$ cat src/rtl/mem_access_unit_if.sv
// Request/response and data-memory signals of the load/store access unit.
// No logic; wiring only.
// slave = access unit side, master = datapath/memory environment side.
interface mem_access_unit_if #(
  parameter int ADDR_W = 32
) ();
  // datapath request/response
  logic              req_valid;
  logic              req_ready;
  logic              req_write;
  logic [1:0]        req_size;
  logic              req_signed;
  logic [ADDR_W-1:0] req_address;
  logic [31:0]       req_writedata;
  logic              resp_valid;
  logic [31:0]       resp_data;
  logic              resp_error;
  // word-aligned data memory port
  logic [ADDR_W-1:0] mem_address;
  logic              mem_read;
  logic              mem_write;
  logic [3:0]        mem_byteenable;
  logic [31:0]       mem_writedata;
  logic [31:0]       mem_readdata;
  logic              mem_waitrequest;

  modport slave (
    input  req_valid, req_write, req_size, req_signed, req_address, req_writedata,
    input  mem_readdata, mem_waitrequest,
    output req_ready, resp_valid, resp_data, resp_error,
    output mem_address, mem_read, mem_write, mem_byteenable, mem_writedata
  );

  modport master (
    output req_valid, req_write, req_size, req_signed, req_address, req_writedata,
    output mem_readdata, mem_waitrequest,
    input  req_ready, resp_valid, resp_data, resp_error,
    input  mem_address, mem_read, mem_write, mem_byteenable, mem_writedata
  );
endinterface

$ cat src/rtl/mem_access_unit.sv
// Byte/half/word load-store unit: one or two word-aligned memory accesses per request.
// Latency: aligned 2 cycles, straddling 3, misaligned error 1; +1 per waitrequest cycle.
// Backpressure: req_ready only in IDLE; mem_waitrequest holds all memory outputs stable.
module mem_access_unit #(
  parameter int ADDR_W          = 32,
  parameter bit ALLOW_UNALIGNED = 1'b1
) (
  input  logic             clk,
  input  logic             reset,
  input  logic             clk_enable,
  mem_access_unit_if.slave bus
);

  typedef enum logic [1:0] {S_IDLE, S_ACC1, S_ACC2, S_RESP} state_t;

  state_t            r_state;
  state_t            w_state_nxt;
  logic              r_write;
  logic              r_signed;
  logic              r_err;
  logic [1:0]        r_size;
  logic [ADDR_W-1:0] r_addr;
  logic [31:0]       r_wdata;
  logic [31:0]       r_rd0;
  logic [31:0]       r_rd1;

  logic              w_accept;
  logic [1:0]        w_req_size;
  logic              w_req_mis;
  logic [1:0]        w_off;
  logic [3:0]        w_nmask;
  logic [7:0]        w_be8;
  logic              w_straddle;
  logic [63:0]       w_wd64;
  logic [ADDR_W-1:0] w_addr1;
  logic [ADDR_W-1:0] w_addr2;
  logic              w_in_acc;
  logic [31:0]       w_raw;
  logic [31:0]       w_ext;

  // Size code 3 behaves as a word everywhere, so normalise it once at acceptance.
  assign w_accept   = (r_state == S_IDLE) && bus.req_valid;
  assign w_req_size = (bus.req_size == 2'd3) ? 2'd2 : bus.req_size;
  assign w_req_mis  = ((w_req_size == 2'd1) && bus.req_address[0]) ||
                      ((w_req_size == 2'd2) && (bus.req_address[1:0] != 2'b00));

  // Lane mask shifted across an 8-lane window: low half is the first word, high half the second.
  assign w_off      = r_addr[1:0];
  assign w_nmask    = (r_size == 2'd0) ? 4'b0001 : (r_size == 2'd1) ? 4'b0011 : 4'b1111;
  assign w_be8      = {4'b0000, w_nmask} << w_off;
  assign w_straddle = |w_be8[7:4];
  assign w_wd64     = {32'd0, r_wdata} << {w_off, 3'b000};
  assign w_addr1    = {r_addr[ADDR_W-1:2], 2'b00};
  assign w_addr2    = w_addr1 + ADDR_W'(4);
  assign w_in_acc   = (r_state == S_ACC1) || (r_state == S_ACC2);

  // Both captured words viewed as one little-endian 8-byte window, realigned to the request offset.
  assign w_raw = 32'({r_rd1, r_rd0} >> {w_off, 3'b000});

  // Sign/zero extension of the assembled load bytes.
  always_comb begin
    w_ext = w_raw;
    case (r_size)
      2'd0:    w_ext = {{24{r_signed & w_raw[7]}}, w_raw[7:0]};
      2'd1:    w_ext = {{16{r_signed & w_raw[15]}}, w_raw[15:0]};
      default: ;
    endcase
  end

  // Next-state logic; memory accesses advance only when waitrequest is low.
  always_comb begin
    w_state_nxt = r_state;
    case (r_state)
      S_IDLE: if (w_accept) w_state_nxt = (!ALLOW_UNALIGNED && w_req_mis) ? S_RESP : S_ACC1;
      S_ACC1: if (!bus.mem_waitrequest) w_state_nxt = w_straddle ? S_ACC2 : S_RESP;
      S_ACC2: if (!bus.mem_waitrequest) w_state_nxt = S_RESP;
      S_RESP: w_state_nxt = S_IDLE;
      default: w_state_nxt = S_IDLE;
    endcase
  end

  // State register; reset wins over clk_enable.
  always_ff @(posedge clk) begin
    if (!reset) r_state <= S_IDLE;
    else if (clk_enable) r_state <= w_state_nxt;
  end

  // Request fields latched at acceptance; read words captured when each access completes.
  always_ff @(posedge clk) begin
    if (!reset) begin
      r_write  <= 1'b0;
      r_signed <= 1'b0;
      r_err    <= 1'b0;
      r_size   <= 2'd0;
      r_addr   <= '0;
      r_wdata  <= 32'd0;
      r_rd0    <= 32'd0;
      r_rd1    <= 32'd0;
    end else if (clk_enable) begin
      if (w_accept) begin
        r_write  <= bus.req_write;
        r_signed <= bus.req_signed;
        r_err    <= !ALLOW_UNALIGNED && w_req_mis;
        r_size   <= w_req_size;
        r_addr   <= bus.req_address;
        r_wdata  <= bus.req_writedata;
        r_rd0    <= 32'd0;
        r_rd1    <= 32'd0;
      end
      if ((r_state == S_ACC1) && !bus.mem_waitrequest && !r_write) r_rd0 <= bus.mem_readdata;
      if ((r_state == S_ACC2) && !bus.mem_waitrequest && !r_write) r_rd1 <= bus.mem_readdata;
    end
  end

  // Outputs decoded purely from registers, so they hold under waitrequest and clk_enable=0.
  always_comb begin
    bus.req_ready      = (r_state == S_IDLE);
    bus.resp_valid     = (r_state == S_RESP);
    bus.resp_error     = (r_state == S_RESP) && r_err;
    bus.resp_data      = 32'd0;
    bus.mem_read       = w_in_acc && !r_write;
    bus.mem_write      = w_in_acc && r_write;
    bus.mem_address    = '0;
    bus.mem_byteenable = 4'b0000;
    bus.mem_writedata  = 32'd0;
    if ((r_state == S_RESP) && !r_write && !r_err) bus.resp_data = w_ext;
    if (r_state == S_ACC1) begin
      bus.mem_address    = w_addr1;
      bus.mem_byteenable = w_be8[3:0];
      if (r_write) bus.mem_writedata = w_wd64[31:0];
    end else if (r_state == S_ACC2) begin
      bus.mem_address    = w_addr2;
      bus.mem_byteenable = w_be8[7:4];
      if (r_write) bus.mem_writedata = w_wd64[63:32];
    end
  end

endmodule

$ cat src/flat_wrapper.sv
// flat-port wrapper written by rule: the top's interface ports become plain ports
module mem_access_unit_flat 
#(
  parameter int ADDR_W          = 32,
  parameter bit ALLOW_UNALIGNED = 1'b1
)
  (clk, reset, clk_enable, bus_req_valid, bus_req_write, bus_req_size, bus_req_signed, bus_req_address, bus_req_writedata, bus_mem_readdata, bus_mem_waitrequest, bus_req_ready, bus_resp_valid, bus_resp_data, bus_resp_error, bus_mem_address, bus_mem_read, bus_mem_write, bus_mem_byteenable, bus_mem_writedata);
  mem_access_unit_if #(.ADDR_W(ADDR_W)) bus_i ();
  input  logic clk;
  input  logic reset;
  input  logic clk_enable;
  input wire logic [$bits(bus_i.req_valid)-1:0] bus_req_valid;
  input wire logic [$bits(bus_i.req_write)-1:0] bus_req_write;
  input wire logic [$bits(bus_i.req_size)-1:0] bus_req_size;
  input wire logic [$bits(bus_i.req_signed)-1:0] bus_req_signed;
  input wire logic [$bits(bus_i.req_address)-1:0] bus_req_address;
  input wire logic [$bits(bus_i.req_writedata)-1:0] bus_req_writedata;
  input wire logic [$bits(bus_i.mem_readdata)-1:0] bus_mem_readdata;
  input wire logic [$bits(bus_i.mem_waitrequest)-1:0] bus_mem_waitrequest;
  output wire logic [$bits(bus_i.req_ready)-1:0] bus_req_ready;
  output wire logic [$bits(bus_i.resp_valid)-1:0] bus_resp_valid;
  output wire logic [$bits(bus_i.resp_data)-1:0] bus_resp_data;
  output wire logic [$bits(bus_i.resp_error)-1:0] bus_resp_error;
  output wire logic [$bits(bus_i.mem_address)-1:0] bus_mem_address;
  output wire logic [$bits(bus_i.mem_read)-1:0] bus_mem_read;
  output wire logic [$bits(bus_i.mem_write)-1:0] bus_mem_write;
  output wire logic [$bits(bus_i.mem_byteenable)-1:0] bus_mem_byteenable;
  output wire logic [$bits(bus_i.mem_writedata)-1:0] bus_mem_writedata;
  assign bus_i.req_valid = bus_req_valid;
  assign bus_i.req_write = bus_req_write;
  assign bus_i.req_size = bus_req_size;
  assign bus_i.req_signed = bus_req_signed;
  assign bus_i.req_address = bus_req_address;
  assign bus_i.req_writedata = bus_req_writedata;
  assign bus_i.mem_readdata = bus_mem_readdata;
  assign bus_i.mem_waitrequest = bus_mem_waitrequest;
  assign bus_req_ready = bus_i.req_ready;
  assign bus_resp_valid = bus_i.resp_valid;
  assign bus_resp_data = bus_i.resp_data;
  assign bus_resp_error = bus_i.resp_error;
  assign bus_mem_address = bus_i.mem_address;
  assign bus_mem_read = bus_i.mem_read;
  assign bus_mem_write = bus_i.mem_write;
  assign bus_mem_byteenable = bus_i.mem_byteenable;
  assign bus_mem_writedata = bus_i.mem_writedata;
  mem_access_unit #(.ADDR_W(ADDR_W), .ALLOW_UNALIGNED(ALLOW_UNALIGNED)) u_core (.clk(clk), .reset(reset), .clk_enable(clk_enable), .bus(bus_i));
endmodule
$ cat config.mk
export PLATFORM = sky130hd
export DESIGN_NAME = mem_access_unit_flat
export DESIGN_NICKNAME = d
export VERILOG_FILES = /design/src/rtl/mem_access_unit_if.sv /design/src/rtl/mem_access_unit.sv /design/src/flat_wrapper.sv
export SDC_FILE = /design/constraint.sdc
export NUM_CORES = 1
export LEC_CHECK = 0
export CAP_MARGIN = 40
export CORE_MARGIN = 2
export CORE_UTILIZATION = 45
export CTS_CLUSTER_SIZE = 14
export DETAILED_ROUTE_END_ITERATION = 12
export PLACE_DENSITY_LB_ADDON = 0.08
export SETUP_SLACK_MARGIN = 0.1
export SLEW_MARGIN = 20
export SYNTH_ARGS = -nofsm -noshare
export SYNTH_HDL_FRONTEND = slang
export SYNTH_SLANG_ARGS = --single-unit
$ cat constraint.sdc
create_clock -name clk -period 3.64 [get_ports clk]
set_input_delay 1.092 -clock clk [delete_from_list [all_inputs] [get_ports clk]]
set_output_delay 1.092 -clock clk [all_outputs]
set_load 0.005 [all_outputs]
# ---- Word level (Yosys, flattened, before mapping)
# Cells that the tools add are included.
dict set report word_totals {
  word_cells 63
  inputBits 105
  regBits 134
}
dict set report classes {
  eq_ne 8
  shift 3
  n_reduce_logical 20
  mux 21
  addsub 1
  bitwise_logic 2
}
# op n
set ops {}
lappend ops {{32-bit 2-to-1 mux} 10}
lappend ops {{32-bit case mux with 2 select lines} 1}
lappend ops {{32-bit by 5-bit left shift with 64-bit output} 1}
lappend ops {{64-bit by 5-bit right shift with 32-bit output} 1}
lappend ops {{32-bit by 3-bit adder with 32-bit output (second input constant)} 1}
lappend ops {{4-bit 2-to-1 mux} 4}
lappend ops {{1-bit logical AND} 8}
lappend ops {{2-bit 2-to-1 mux} 4}
lappend ops {{2-bit case mux with 4 select lines} 1}
lappend ops {{4-bit by 2-bit left shift with 8-bit output} 1}
lappend ops {{2-bit == test (second input constant)} 3}
lappend ops {{2-bit AND reduction} 3}
lappend ops {{2-bit by 1-bit == test with 1-bit output (second input constant)} 2}
lappend ops {{2-bit logical NOT} 2}
lappend ops {{2-bit inequality test (second input constant)} 2}
lappend ops {{4-bit AND reduction} 1}
lappend ops {{2-bit nonzero test} 2}
lappend ops {{4-bit OR reduction} 1}
lappend ops {{1-bit bitwise AND} 2}
lappend ops {{1-bit logical NOT} 2}
lappend ops {{2-bit by 1-bit inequality test with 1-bit output (second input constant)} 1}
lappend ops {{1-bit logical OR} 1}
lappend ops {{1-bit 2-to-1 mux} 1}

# ---- Depth between registers and ports, before layout
dict set report logic_depth {
  word_depth 8
  ltp_mapped 9
  mapped_depth_nobuf 6
}

# ---- Worst setup path after synthesis
# OpenSTA, ideal clock, no wires.
dict set report synth_timing {
  path_type {reg-to-output}
  startpoint {reg u_core.r_state[1]}
  endpoint {out bus_mem_address[17]}
  arrival_ns 1.820
  path_stages_with_launch 8
  path_buffers 1
  slack_ns 0.728
  path_cell_list {dfxtp_1 -> inv_1 -> ha_1 -> clkbuf_1 -> and3b_1 -> nand3_1 -> or4_1 -> a21oi_1}
}
dict set report synth_via {
  elab_chain_len 3
}
# item line
set synth_rtl {}
lappend synth_rtl {{from (decl)} mem_access_unit.sv:16} ;# state_t r_state;
lappend synth_rtl {{from (signal assigned)} mem_access_unit.sv:85} ;# else if (clk_enable) r_state <= w_state_nxt;
lappend synth_rtl {{2-bit == test} mem_access_unit.sv:131} ;# end else if (r_state == S_ACC2) begin
lappend synth_rtl {{32-bit 2-to-1 mux} mem_access_unit.sv:131}
lappend synth_rtl {{32-bit 2-to-1 mux (*)} mem_access_unit.sv:127} ;# if (r_state == S_ACC1) begin
lappend synth_rtl {{to (decl)} flat_wrapper.sv:24} ;# output wire logic [$bits(bus_i.mem_address)-1:0] bus_mem_address;
# Every way passes the cells marked *; elsewhere a longest branch is shown, timed or not.

# ---- Final worst setup path
dict set report layout_timing {
  startpoint {reg u_core.r_state[0]}
  endpoint {out bus_mem_writedata[10]}
}
dict set report layout_via {
  elab_chain_len 3
}
# item line
set layout_rtl {}
lappend layout_rtl {{2-bit == test} mem_access_unit.sv:131}
lappend layout_rtl {{32-bit 2-to-1 mux} mem_access_unit.sv:131}
lappend layout_rtl {{32-bit 2-to-1 mux (*)} mem_access_unit.sv:127}
lappend layout_rtl {{to (decl)} flat_wrapper.sv:28} ;# output wire logic [$bits(bus_i.mem_writedata)-1:0] bus_mem_writedata;
# Marks and branches as above.

==> results.sh <==
export IMPL_cts_hold_buf=0
export IMPL_multi_input_area_sq_mm=0.00512
export IMPL_antenna_diode_count=0
export IMPL_finalWirelength_um=25700
export IMPL_worst_setup_path_end_kind="output pin"
export IMPL_fin_crit_ns=3.50
export IMPL_dp_hpwl_um=17100
export IMPL_h_tree_depth=4
export IMPL_drc=0
export IMPL_cp_slowest_stage_delay_ns=0.46
export IMPL_viasPerCell=5.69
export IMPL_regArea_sq_mm=0.00256
export IMPL_area_growth_pct=42.2
export IMPL_grt_busiest_layer="met2"
export IMPL_use_met2_pct=43.0
export IMPL_num_io_pins=210
export IMPL_coreArea_sq_mm=0.0172
export IMPL_grtUsageMet1_pct=39.0
export IMPL_max_slew_margin_pct=49.0
export IMPL_layout_common_cells="234 x nand2_1, 184 x clkdlybuf4s50_1, 124 x a21boi_0, 109 x dfxtp_1, 87 x a21oi_1"
export IMPL_clockBufferDepth=2
export IMPL_synth_top_flop_cell="dfxtp_1"
export IMPL_rsz0062_at_grt="yes"
export IMPL_clkTransAtPathRegs_ns=0.06
export IMPL_tns_ns=0
export IMPL_crit_cells=7
export IMPL_crit_family="buffers and inverters"
export IMPL_place_gp_congestion=0.899
export IMPL_p_leak_nw=3.75
export IMPL_critical_path_class="flip-flop to output pin"
export IMPL_clk_latency_ns=0.42
export IMPL_antenna_found_initial=0
export IMPL_fillers=1544
export IMPL_syn_cell_area_sq_mm=0.00783
export IMPL_final_nets=1309
export IMPL_avgSynthCellArea_sq_um=7.72
export IMPL_timing_final_hold_violations=0
export IMPL_arrival_ns=2.41
export IMPL_ir_worst_vdd_mv=0.341
export IMPL_grt_pass1_vias=7617
export IMPL_cp_max_fo=26
export IMPL_start_kind="flip-flop"
export IMPL_hold_path_cell_count=2
export IMPL_finalSetupViolations=0
export IMPL_grt_first_pass_wirelength_um=40300
export IMPL_crit_buf_inv=3
export IMPL_grt_max_degree=55
export IMPL_vias=8183
export IMPL_grt_ovfl_total=0
export IMPL_synth_edf_count=0
export IMPL_firstDrtPassIters=5
export IMPL_synth_seq_area_share_pct=32.2
export IMPL_drive_gt1_share_pct=16.0
export IMPL_hp_class="flip-flop to flip-flop"
export IMPL_reg2reg_depth=6
export IMPL_drv_cap=0
export IMPL_synthArstFlopShare_pct=0
export IMPL_dieArea_sq_mm=0.0185
export IMPL_slew_viol_final=0
export IMPL_synth_warning_count=0
export IMPL_cts_tree="built"
export IMPL_root_buffer="clkbuf_16"
export IMPL_numPortBuffers=206
export IMPL_fin_skew_ns=0.00561
export IMPL_start_util_pct=45.6
export IMPL_die_w_um=136
export IMPL_final_antenna_net_count=0
export IMPL_synth_seq_cells=126
export IMPL_status="finished, final reports clean"
export IMPL_rows=48
export IMPL_layout_commonest_cell="nand2_1"
export IMPL_met3_usage_pct=4.74
export IMPL_clkSinkCount=126
export IMPL_synth_cell_types=50
export IMPL_required_ns=2.55
export IMPL_finalCritPeriodShare_pct=96.2
export IMPL_syn_inst=1015
export IMPL_die_y_um=136
export IMPL_avgRoutedWirePerCell_um=17.9
export IMPL_track_usage_pct=27.6
export IMPL_path_cells="ha_4 > buf_6 > and3b_2 > buf_4 > a21oi_1 > nor2_1 > clkdlybuf4s50_1"
export IMPL_power_density_mw_per_mm2=345
export IMPL_cts_made_buffers=17
export IMPL_initialDrtViolationCount=664
export IMPL_critPathSlowestCell="clkdlybuf4s50_1"
export IMPL_max_freq_ghz=0.286
export IMPL_worst_slew_pin_slew_ns=0.765
export IMPL_post_route_util_pct=64.9
## path summary, 6_finish.rpt
path                           from                     to  slack (ns)
setup / recovery  u_core.r_state[0]  bus_mem_writedata[10]        0.14
setup reg to reg  u_core.r_state[0]       u_core.r_size[0]        1.57
hold reg to reg    u_core.r_rd1[22]       u_core.r_rd1[22]        0.47
hold / removal     u_core.r_rd1[22]       u_core.r_rd1[22]        0.47
## logic make-up (layout without fill, tap and decap cells)
kind of cell / count (synthesis) / count (layout) / share of synthesized area [%]
AND/OR/NAND/NOR: 444 / 447 / 26.0
adder cells (fa/ha/maj): 5 / 5 / 0.799
AO/OA/AOI/OAI: 265 / 265 / 22.0
buffers and inverters: 104 / 296 / 5.46
other: 1 / 3 / 0.0479
XOR/XNOR: 9 / 9 / 1.01
multiplexers: 61 / 61 / 12.6
flip-flops: 126 / 126 / 32.2
## metal layers
metal  vias up  wire length, um
met5         -                0
met4         0              572
met3        48             2010
met2       338            11700
met1      3865            11400
li1       3932                -
## worst register-to-register path, cell delays in order, from the launching register on
cell and delay (ns):
dfxtp_1 0.35, inv_1 0.15, ha_1 0.33, and3_2 0.47, buf_12 0.30, nand3b_1 0.18
a21boi_0 0.21
## report_power, final
| group | total [W] | internal, W | switching, W |
|---|---|---|---|
| combinational | 0.000646 | 0.000314 | 0.000332 |
| clock | 0.00169 | 0.00104 | 0.000656 |
| sequential | 0.00151 | 0.00144 | 0.0000737 |
| total | 0.00385 | 0.00279 | 0.00106 |
## cell type report
cell class              count  share of cell area (%)
multi-input cells         790                    46.0
clock buffers              21                    4.41
inverters                   9                   0.303
flip-flops and latches    126                    23.0
well taps                 225                    2.53
repair buffers            255                    22.9
clock inverters            11                   0.955
## registers in the layout, indices dropped and copies added, names as in the netlist
register and flops:
u_core.r_signed 1, u_core.r_addr 32, u_core.r_size 2, u_core.r_write 1, u_core.r_state 2, u_core.r_wdata 32, u_core.r_rd0 32, u_core.r_rd1 24
## cells in the mapped netlist (all sizes together), types with 4 or more instances
master	count	area, sq um
buf	32	158
ha	5	62.6
and2	6	37.5
a211oi	7	52.6
xor2	5	43.8
a21oi	91	455
nand4	9	71.3
dfxtp	126	2520
nor3	19	95.1
mux4	28	631
or4	13	97.6
o31ai	13	97.6
a21boi	124	931
mux2	18	203
nand3	71	355
clkbuf	63	236
mux2i	15	150
nor2b	23	144
nand2	237	890
xnor2	4	35.0
o21ai	18	90.1
inv	9	33.8
nor2	38	143
nand2b	5	31.3
## repair_timing
action / 4_1_cts / 5_1_grt
pin swaps: 7 / 4
cloned: 2 / 1
resized for setup: 67 / 30
buffers inserted: 13 / 5
endpoints found under the hold margin: 0 / 0
setup endpoints to repair: 65 / 65
## stage by stage
step	area [sq um]	hold slack, ns	power (W)	std cells	setup WS (ns)
2_1_floorplan	7840	0.451	0.00186	1017	0.728
3_3_place_gp	10100	0.459	0.00215	1384	0.279
3_5_place_dp	10100	0.467	0.00216	1384	0.243
4_1_cts	11000	0.474	0.00386	1431	0.00496
5_1_grt	11100	0.492	0.00401	1437	0.0480
6_report	11100	0.471	0.00385	1437	0.138
No activity file was read; power rests on OpenSTA's default activity.
